===== config.mk =====
export PLATFORM = sky130hd
export DESIGN_NAME = musb_mem_access_unit
export DESIGN_NICKNAME = d
export VERILOG_FILES = /design/src/rtl/musb_mem_access_unit.sv
export SDC_FILE = /design/constraint.sdc
export NUM_CORES = 1
export LEC_CHECK = 0
export BUFFER_PORTS_ARGS = -buffer_cell sky130_fd_sc_hd__buf_2
export CAP_MARGIN = 20
export CORE_AREA = 2 2 130 132
export DETAILED_ROUTE_END_ITERATION = 16
export DIE_AREA = 0 0 132 134
export PLACE_DENSITY_LB_ADDON = 0.15
export SETUP_SLACK_MARGIN = 0.02
export SKIP_CTS_REPAIR_TIMING = 1
export SYNTH_ARGS = -nofsm -noshare
export SYNTH_HDL_FRONTEND = slang
export SYNTH_SLANG_ARGS = --single-unit

===== constraint.sdc =====
create_clock -name clk -period 7.4 [get_ports clk]
set_clock_uncertainty 0.2 [all_clocks]
set_input_delay 0.74 -clock clk [delete_from_list [all_inputs] [get_ports clk]]
set_output_delay 0.74 -clock clk [all_outputs]
set_load 0.01 [all_outputs]

===== src/rtl/musb_mem_access_unit.sv =====
// MEM-stage data-port controller: bus handshake, big-endian load formatting, address errors and LL/SC link.
// Define MUSB_BUS_ERROR_EN to report dport_error as exc_bus_error; otherwise the bus error input is ignored.
module musb_mem_access_unit #(
  parameter logic [31:0] USER_ADDR_LIMIT = 32'h8000_0000,
  parameter int unsigned LINK_LSB        = 2
) (
  input  logic        clk,
  input  logic        rst,
  input  logic [31:0] mem_alu_result,
  input  logic [31:0] mem_mem_store_data,
  input  logic        mem_mem_write,
  input  logic        mem_mem_to_gpr_select,
  input  logic        mem_mem_byte,
  input  logic        mem_mem_halfword,
  input  logic        mem_mem_data_sign_ext,
  input  logic        mem_llsc,
  input  logic        mem_kernel_mode,
  input  logic        mem_flush,
  input  logic        mem_stall,
  input  logic        mem_llsc_clear,
  output logic [31:0] dport_address,
  output logic [31:0] dport_data_o,
  output logic [3:0]  dport_wr,
  output logic        dport_enable,
  input  logic [31:0] dport_data_i,
  input  logic        dport_ready,
  input  logic        dport_error,
  output logic [31:0] mem_read_data,
  output logic        mem_stall_req,
  output logic        exc_address_load,
  output logic        exc_address_store,
  output logic        exc_bus_error
);

  typedef enum logic [1:0] {IDLE, BUSY, DONE} state_t;

  state_t               state_q;
  logic                 link_q;
  logic [31:LINK_LSB]   link_addr_q;
  logic [31:0]          rdata_q;
  logic [31:0]          addr_q;
  logic [31:0]          wdata_q;
  logic [3:0]           wr_q;
  logic                 byte_q;
  logic                 half_q;
  logic                 sext_q;
  logic                 sc_q;
  logic                 ll_q;
  logic                 flushed_q;

  logic        in_idle;
  logic        in_busy;
  logic        is_load;
  logic        is_store;
  logic        is_sc;
  logic        is_ll;
  logic        misaligned;
  logic        priv_err;
  logic        addr_err;
  logic        link_ok;
  logic        start;
  logic        complete;
  logic        bus_err;
  logic        discard;
  logic        link_set;
  logic        link_clear;
  logic [3:0]  be_req;
  logic [31:0] wdata_req;

  logic        cur_byte;
  logic        cur_half;
  logic        cur_sext;
  logic        cur_sc;
  logic        cur_sc_ok;
  logic        cur_ll;
  logic [1:0]  cur_off;
  logic [31:0] cur_addr;
  logic [31:0] raw_data;
  logic [7:0]  sel_byte;
  logic [15:0] sel_half;
  logic [31:0] load_fmt;

  assign in_idle  = (state_q == IDLE);
  assign in_busy  = (state_q == BUSY);
  assign is_load  = mem_mem_to_gpr_select;
  assign is_store = mem_mem_write;
  assign is_sc    = is_store & mem_llsc;
  assign is_ll    = is_load & mem_llsc;

  always_comb begin
    misaligned = 1'b0;
    if (mem_mem_byte) begin
      misaligned = 1'b0;
    end else if (mem_mem_halfword) begin
      misaligned = mem_alu_result[0];
    end else begin
      misaligned = |mem_alu_result[1:0];
    end
  end

  assign priv_err = ~mem_kernel_mode & (mem_alu_result >= USER_ADDR_LIMIT);
  assign addr_err = (is_load | is_store) & (misaligned | priv_err);
  assign link_ok  = link_q & (mem_alu_result[31:LINK_LSB] == link_addr_q);

  // A failed SC never reaches the bus; its result is produced in the same cycle.
  assign start = in_idle & (is_load | is_store) & ~addr_err & ~mem_flush & ~(is_sc & ~link_ok);

  always_comb begin
    be_req    = 4'b1111;
    wdata_req = mem_mem_store_data;
    if (mem_mem_byte) begin
      be_req    = 4'b1000 >> mem_alu_result[1:0];
      wdata_req = {4{mem_mem_store_data[7:0]}};
    end else if (mem_mem_halfword) begin
      be_req    = 4'b1100 >> {mem_alu_result[1], 1'b0};
      wdata_req = {2{mem_mem_store_data[15:0]}};
    end
  end

  // Once an access is on the bus, its attributes come from the latched copy.
  always_comb begin
    if (in_idle) begin
      cur_byte  = mem_mem_byte;
      cur_half  = mem_mem_halfword;
      cur_sext  = mem_mem_data_sign_ext;
      cur_sc    = is_sc;
      cur_sc_ok = link_ok;
      cur_ll    = is_ll;
      cur_off   = mem_alu_result[1:0];
      cur_addr  = mem_alu_result;
    end else begin
      cur_byte  = byte_q;
      cur_half  = half_q;
      cur_sext  = sext_q;
      cur_sc    = sc_q;
      cur_sc_ok = 1'b1;
      cur_ll    = ll_q;
      cur_off   = addr_q[1:0];
      cur_addr  = addr_q;
    end
  end

  assign complete = (start | in_busy) & dport_ready;
  assign discard  = in_busy & (flushed_q | mem_flush);

`ifdef MUSB_BUS_ERROR_EN
  assign bus_err = complete & dport_error;
`else
  logic unused_bus_error;
  assign unused_bus_error = dport_error;
  assign bus_err          = 1'b0;
`endif

  assign link_set   = complete & cur_ll & ~bus_err & ~discard;
  assign link_clear = mem_llsc_clear | (in_idle & is_sc & ~addr_err & ~mem_flush);

  assign raw_data = complete ? (bus_err ? 32'd0 : dport_data_i) : rdata_q;

  always_comb begin
    case (cur_off)
      2'd0:    sel_byte = raw_data[31:24];
      2'd1:    sel_byte = raw_data[23:16];
      2'd2:    sel_byte = raw_data[15:8];
      default: sel_byte = raw_data[7:0];
    endcase
    sel_half = cur_off[1] ? raw_data[15:0] : raw_data[31:16];
    if (cur_byte) begin
      load_fmt = {{24{cur_sext & sel_byte[7]}}, sel_byte};
    end else if (cur_half) begin
      load_fmt = {{16{cur_sext & sel_half[15]}}, sel_half};
    end else begin
      load_fmt = raw_data;
    end
  end

  // Reset forces every output low immediately, even with a request still presented.
  always_comb begin
    dport_address     = 32'd0;
    dport_data_o      = 32'd0;
    dport_wr          = 4'd0;
    dport_enable      = 1'b0;
    mem_read_data     = 32'd0;
    mem_stall_req     = 1'b0;
    exc_address_load  = 1'b0;
    exc_address_store = 1'b0;
    exc_bus_error     = 1'b0;
    if (!rst) begin
      dport_enable      = start | in_busy;
      dport_address     = {cur_addr[31:2], 2'b00};
      dport_data_o      = in_idle ? wdata_req : wdata_q;
      if (start) begin
        dport_wr = is_store ? be_req : 4'd0;
      end else if (in_busy) begin
        dport_wr = wr_q;
      end
      mem_stall_req     = (start | in_busy) & ~dport_ready;
      mem_read_data     = cur_sc ? {31'd0, cur_sc_ok} : load_fmt;
      exc_address_load  = in_idle & is_load & addr_err & ~mem_flush;
      exc_address_store = in_idle & is_store & addr_err & ~mem_flush;
      exc_bus_error     = bus_err & ~discard;
    end
  end

  always_ff @(posedge clk or posedge rst) begin
    if (rst) begin
      state_q     <= IDLE;
      link_q      <= 1'b0;
      link_addr_q <= '0;
      rdata_q     <= 32'd0;
      addr_q      <= 32'd0;
      wdata_q     <= 32'd0;
      wr_q        <= 4'd0;
      byte_q      <= 1'b0;
      half_q      <= 1'b0;
      sext_q      <= 1'b0;
      sc_q        <= 1'b0;
      ll_q        <= 1'b0;
      flushed_q   <= 1'b0;
    end else begin
      case (state_q)
        IDLE: begin
          if (start) begin
            addr_q    <= mem_alu_result;
            wdata_q   <= wdata_req;
            wr_q      <= is_store ? be_req : 4'd0;
            byte_q    <= mem_mem_byte;
            half_q    <= mem_mem_halfword;
            sext_q    <= mem_mem_data_sign_ext;
            sc_q      <= is_sc;
            ll_q      <= is_ll;
            flushed_q <= 1'b0;
            if (dport_ready) begin
              state_q <= mem_stall ? DONE : IDLE;
            end else begin
              state_q <= BUSY;
            end
          end
        end
        BUSY: begin
          flushed_q <= flushed_q | mem_flush;
          if (dport_ready) begin
            state_q <= mem_stall ? DONE : IDLE;
          end
        end
        DONE: begin
          if (!mem_stall) begin
            state_q <= IDLE;
          end
        end
        default: state_q <= IDLE;
      endcase

      if (complete) begin
        rdata_q <= bus_err ? 32'd0 : dport_data_i;
      end

      if (link_clear) begin
        link_q <= 1'b0;
      end else if (link_set) begin
        link_q      <= 1'b1;
        link_addr_q <= cur_addr[31:LINK_LSB];
      end
    end
  end

endmodule

==> results.py, run 1 <==
metrics = {
    "global_routing": {
        "grt_pass1_wl_mm": 34.2,
        "grt_pass1_vias": 6415,
        "antenna_found_initial": 2,
        "grt_remaining_overflow": 0,
        "grt_max_degree": 79,
        "grt.total_usage_pct": 24.5,
    },
    "drt": {
        "vias_per_cell": 5.47,
        "routed_wl_mm": 21.5,
        "ant_nets": 0,
        "drt_iter0_drc": 481,
        "wl_per_cell_um": 17.3,
        "drtPass1Iterations": 5,
        "vias": 6803,
        "drcViolationCount": 0,
    },
    "outcome": {
        "status": "completed",
    },
    "setup_path": {
        "worstSetupPathType": "reg2out",
        "cp_slowest_cell": "nor4_1",
        "crit_fanout": 30,
        "required_ns": 6.46,
        "slowest_delay_ns": 1.16,
        "crit_path_cell_trace": "or2_2 -> nor2_1 -> a21oi_1 -> nand2_1 -> nor4_1 -> a22oi_1 -> nand3_1 -> buf_2",
        "endpoint_kind": "primary output",
        "ff2ff_setup_slack_ns": 3.71,
        "critPathLaunchType": "flip-flop",
        "r2r_cells": 6,
        "critical_path_arrival_ns": 4.20,
    },
    "hold_path": {
        "hold_class": "in2async",
    },
    "clock_network": {
        "clk_pin_slew_ns": 0.06,
        "clockRootBuffer": "clkbuf_16",
        "clock_latency_ns": 0.42,
        "clockBufferDepth": 2,
        "cts_num_sinks": 139,
        "cts_buffers": 17,
        "htree_levels": 4,
        "cts_tree": "yes",
    },
    "placement": {
        "dpl.hpwl_mm": 14.9,
        "gp_congestion": 0.855,
        "port_buffers": 210,
        "dpl_worst_slack_ns": 2.42,
        "placed_area_um2": 9170,
        "dpl.cell_count": 1209,
    },
    "die": {
        "io-pin-count": 215,
        "fp.dieW_um": 132,
        "die_h_um": 134,
        "rows": 47,
        "start_util_pct": 49.1,
        "core_area_um2": 16300,
        "dieArea_um2": 17700,
    },
    "sta": {
        "tns_ns": 0,
        "tightest_slew_ns": 1.12,
        "slew_headroom_pct": 24.7,
        "setup_violations": 0,
        "period_share_pct": 69.5,
        "rsz0062_at_grt": "no",
        "slew_viol_final": 0,
        "post-route-min-period_ns": 5.14,
        "hold_viol": 0,
        "fmax_mhz": 194,
        "fin_ws_ns": 2.26,
    },
    "logic_synthesis": {
        "ys_async_sr_fraction_pct": 100,
        "synth-xor-area-share_pct": 3.38,
        "synthMuxAreaShare_pct": 20.6,
        "synthCells": 826,
        "synth_ff_type": "dfrtp_1",
        "synth-simple-area-share_pct": 13.6,
        "synth_top_family_by_area": "multiplexers",
        "yosysWarnings": 0,
        "synth-seq-cells": 139,
        "synth_seq_area_share_pct": 43.5,
        "syn_avg_cell_area_um2": 9.69,
        "synth_compound_area_share_pct": 15.0,
        "synth_area_um2": 8000,
        "synth_edf_count": 0,
        "yosys.area_share.adder_pct": 0,
        "ys_types": 50,
    },
    "cells_and_area": {
        "syn_to_final_growth_pct": 22.6,
        "finalNonFillerCells": 1244,
        "final_util_pct": 60.2,
        "stdcell_area_um2": 9810,
        "drive_gt1_share_pct": 35.3,
        "fin_nets": 1120,
        "final_common_cell": "buf_2",
        "final_cell_mix": "buf_2 (210), dfrtp_1 (139), nand2_1 (120)",
    },
    "power_and_ir_drop": {
        "p_leak_nw": 4.64,
        "pwr_density_cell_nw_per_um2": 295,
        "peakVddDrop_uv": 174,
    },
    "job": {
        "maxCapViolCount": 0,
    },
}
stage by stage:
step	power [mW]	hold slack (ns)
3_3_place_gp	2.00	0.282
6_report	2.89	0.219
3_5_place_dp	2.03	0.290
2_1_floorplan	1.75	0.264
5_1_grt	3.07	0.266
4_1_cts	2.91	0.241
synth_stat cells (all sizes together), types with 2 or more instances:
library cell  count  area share [%]
a211oi           39             4.3
a21boi           11             1.0
a21oi            48             3.0
a22oi             6            0.56
a2bb2oi           2            0.22
a311o             2            0.25
a31oi             6            0.55
and2              5            0.39
and3              2            0.16
buf              14             1.2
clkbuf           45             2.1
dfrtp           139              43
inv              13            0.61
mux2             80              11
mux2i            61             7.6
mux4              6             1.7
nand2           120             5.6
nand3            11            0.69
nand4            15             1.2
nor2             76             3.6
nor2b             3            0.23
nor3              7            0.44
nor3b             2            0.19
nor4              6            0.66
o211ai            4            0.38
o21ai            58             3.6
o22ai             3            0.23
xnor2            30             3.4
final cells by class:
| cell class | count | area [um2] |
|---|---|---|
| multi-input combinational | 617 | 4240 |
| timing repair buffer | 222 | 1160 |
| fill | 1455 | 6480 |
| sequential | 139 | 3480 |
| antenna | 1 | 2.50 |
| tap | 220 | 275 |
| clock buffer | 22 | 464 |
| inverter | 13 | 53.8 |
| clock inverter | 10 | 140 |
report_power, final:
part	switching, mW	total, mW	leakage, nW	internal [mW]
combinational	0.487	0.891	2.66	0.404
sequential	0.121	1.12	1.69	1.00
clock	0.331	0.880	0.287	0.549
layer usage:
metal | track usage, % | routed length (um)
met5 | 0 | 8
met4 | 6.58 | 265
met3 | 5.59 | 1240
met2 | 38.1 | 10100
met1 | 34.6 | 9950
state kept, by name, summed over array words and instances (netlist names):
name / flops
addr_q: 32
sc_q: 1
sext_q: 1
half_q: 1
byte_q: 1
flushed_q: 1
ll_q: 1
wr_q: 4
wdata_q: 32
state_q: 2
link_q: 1
link_addr_q: 30
rdata_q: 32
cell families after synthesis:
group | after synthesis
flip-flops | 139
XOR/XNOR | 30
other | 1
AO/OA/AOI/OAI | 185
multiplexers | 147
AND/OR/NAND/NOR | 252
buffers and inverters | 72
worst max-delay path: cells and delay by family (launching register included):
| kind | cells | cell delay [ns] |
|---|---|---|
| AND/OR/NAND/NOR | 5 | 2.67 |
| AO/OA/AOI/OAI | 2 | 0.52 |
| buffers and inverters | 1 | 0.14 |
| flip-flops | 1 | 0.47 |
final timing paths:
| check | startpoint | to |
|---|---|---|
| max | state_q[1] | mem_read_data[1] |
| min | rst | wdata_q[24] |
| max reg2reg | state_q[0] | addr_q[21] |
| min reg2reg | link_addr_q[2] | link_addr_q[2] |
| max in group asynchronous | rst | link_addr_q[9] |
| min in group clk | link_addr_q[2] | link_addr_q[2] |
No activity file was read; power rests on OpenSTA's default activity.
==> inputs of run 2 (changes only) <==
Clock period 7.4 ns to 5.15 ns, I/O delays scaled along.
==> results.py, run 2 (synthesis gave the netlist of run 1 again) <==
metrics = {
    "outcome": {
        "status": "completed",
    },
    "die": {
        "core_area_um2": 16300,
        "dieArea_um2": 17700,
        "io-pin-count": 215,
        "fp.dieW_um": 132,
        "start_util_pct": 49.1,
        "die_h_um": 134,
        "rows": 47,
    },
    "setup_path": {
        "endpoint_kind": "primary output",
        "critical_path_arrival_ns": 3.97,
        "ff2ff_setup_slack_ns": 1.96,
        "critPathLaunchType": "flip-flop",
        "required_ns": 4.43,
        "startpoint": "link_addr_q[13]",
        "worstSetupPathType": "reg2out",
        "critical_path.endpoint": "mem_read_data[16]",
        "crit_fanout": 15,
        "rr_startpoint": "link_addr_q[23]",
        "rr_endpoint": "rdata_q[28]",
        "r2r_cells": 7,
    },
    "clock_network": {
        "clockBufferDepth": 2,
        "cts_tree": "yes",
        "cts_num_sinks": 139,
        "clk_pin_slew_ns": 0.06,
        "cts_buffers": 17,
        "clock_latency_ns": 0.41,
        "htree_levels": 4,
        "clockRootBuffer": "clkbuf_16",
    },
    "drt": {
        "vias_per_cell": 5.52,
        "drt_iter0_drc": 476,
        "vias": 6894,
        "ant_nets": 0,
        "drtPass1Iterations": 4,
        "drcViolationCount": 0,
        "wl_per_cell_um": 17.5,
        "routed_wl_mm": 21.8,
    },
    "power_and_ir_drop": {
        "peakVddDrop_uv": 240,
        "p_total_mw": 4.09,
        "p_leak_nw": 4.64,
        "pwr_density_cell_nw_per_um2": 417,
    },
    "sta": {
        "hold_viol": 0,
        "rsz0062_at_grt": "no",
        "fin_hold_ws_ns": 0.112,
        "period_share_pct": 90.9,
        "tns_ns": 0,
        "fmax_mhz": 214,
        "post-route-min-period_ns": 4.68,
        "slew_viol_final": 0,
        "setup_violations": 0,
        "slew_headroom_pct": 36.4,
        "tightest_slew_ns": 0.954,
    },
    "global_routing": {
        "grt_pass1_wl_mm": 35.0,
        "grt_max_degree": 73,
        "grt.total_usage_pct": 25.0,
        "grt_pass1_vias": 6618,
        "antenna_found_initial": 4,
        "grt_remaining_overflow": 0,
    },
    "job": {
        "maxCapViolCount": 0,
    },
    "placement": {
        "gp_congestion": 0.872,
        "dpl.hpwl_mm": 15.3,
        "port_buffers": 210,
        "placed_area_um2": 9240,
    },
    "cells_and_area": {
        "top_regs": "addr_q (32), rdata_q (32), wdata_q (32)",
        "final_common_cell": "buf_2",
        "syn_to_final_growth_pct": 22.5,
        "stdcell_area_um2": 9810,
        "final_util_pct": 60.2,
        "final_cell_mix": "buf_2 (210), dfrtp_1 (139), nand2_1 (120)",
        "fin_nets": 1125,
        "drive_gt1_share_pct": 35.3,
    },
    "hold_path": {
        "hold_class": "in2reg",
    },
}
[run 2: area by class of cell]
cell class | count | area [um2]
fill | 1465 | 6480
multi-input combinational | 617 | 4240
sequential | 139 | 3480
timing repair buffer | 227 | 1190
clock buffer | 24 | 472
tap | 220 | 275
clock inverter | 7 | 91.3
inverter | 13 | 52.6
antenna | 2 | 5.00
[run 2: layer usage]
layer  track usage (%)  part of all wire [%]  up-vias
li1                  -                     -     3316
met1              35.0                    46     3299
met2              38.8                    46      235
met3              4.54                   5.1       42
met4              9.90                   2.6        2
met5                 0                 0.064        -
[run 2: worst min-delay path by stage]
| stage | startpoint | end | slack, ns | depth (start not counted) |
|---|---|---|---|---|
| after floorplan | flushed_q | flushed_q | 0.26 | 2 |
| after global placement | flushed_q | flushed_q | 0.28 | 2 |
| after detailed placement | addr_q[0] | addr_q[0] | 0.29 | 1 |
| after CTS | mem_stall | state_q[1] | 0.1 | 2 |
| after global routing | mem_stall | state_q[1] | 0.11 | 2 |
| final | mem_stall | state_q[1] | 0.11 | 2 |
[run 2: power breakdown]
part | internal, mW | switching [mW]
clock network | 0.734 | 0.454
registers | 1.44 | 0.175
logic | 0.583 | 0.703
total | 2.76 | 1.33
[run 2: worst max-delay path, stage by stage, from the launching register on]
cell	delay (ns)
dfrtp_1	0.39
xnor2_1	0.28
nand4_1	0.14
or4_4	0.54
nor4_4	0.41
mux2i_1	0.52
o41ai_2	0.18
a21oi_2	0.67
a211oi_1	0.22
buf_2	0.21
[run 2: stage by stage]
step / setup WS [ns] / std cells
floorplan: 0.205 / 828
global placement: 0.645 / 1215
detailed placement: 0.651 / 1216
CTS: 0.470 / 1247
global route: 0.301 / 1249
finish: 0.467 / 1249
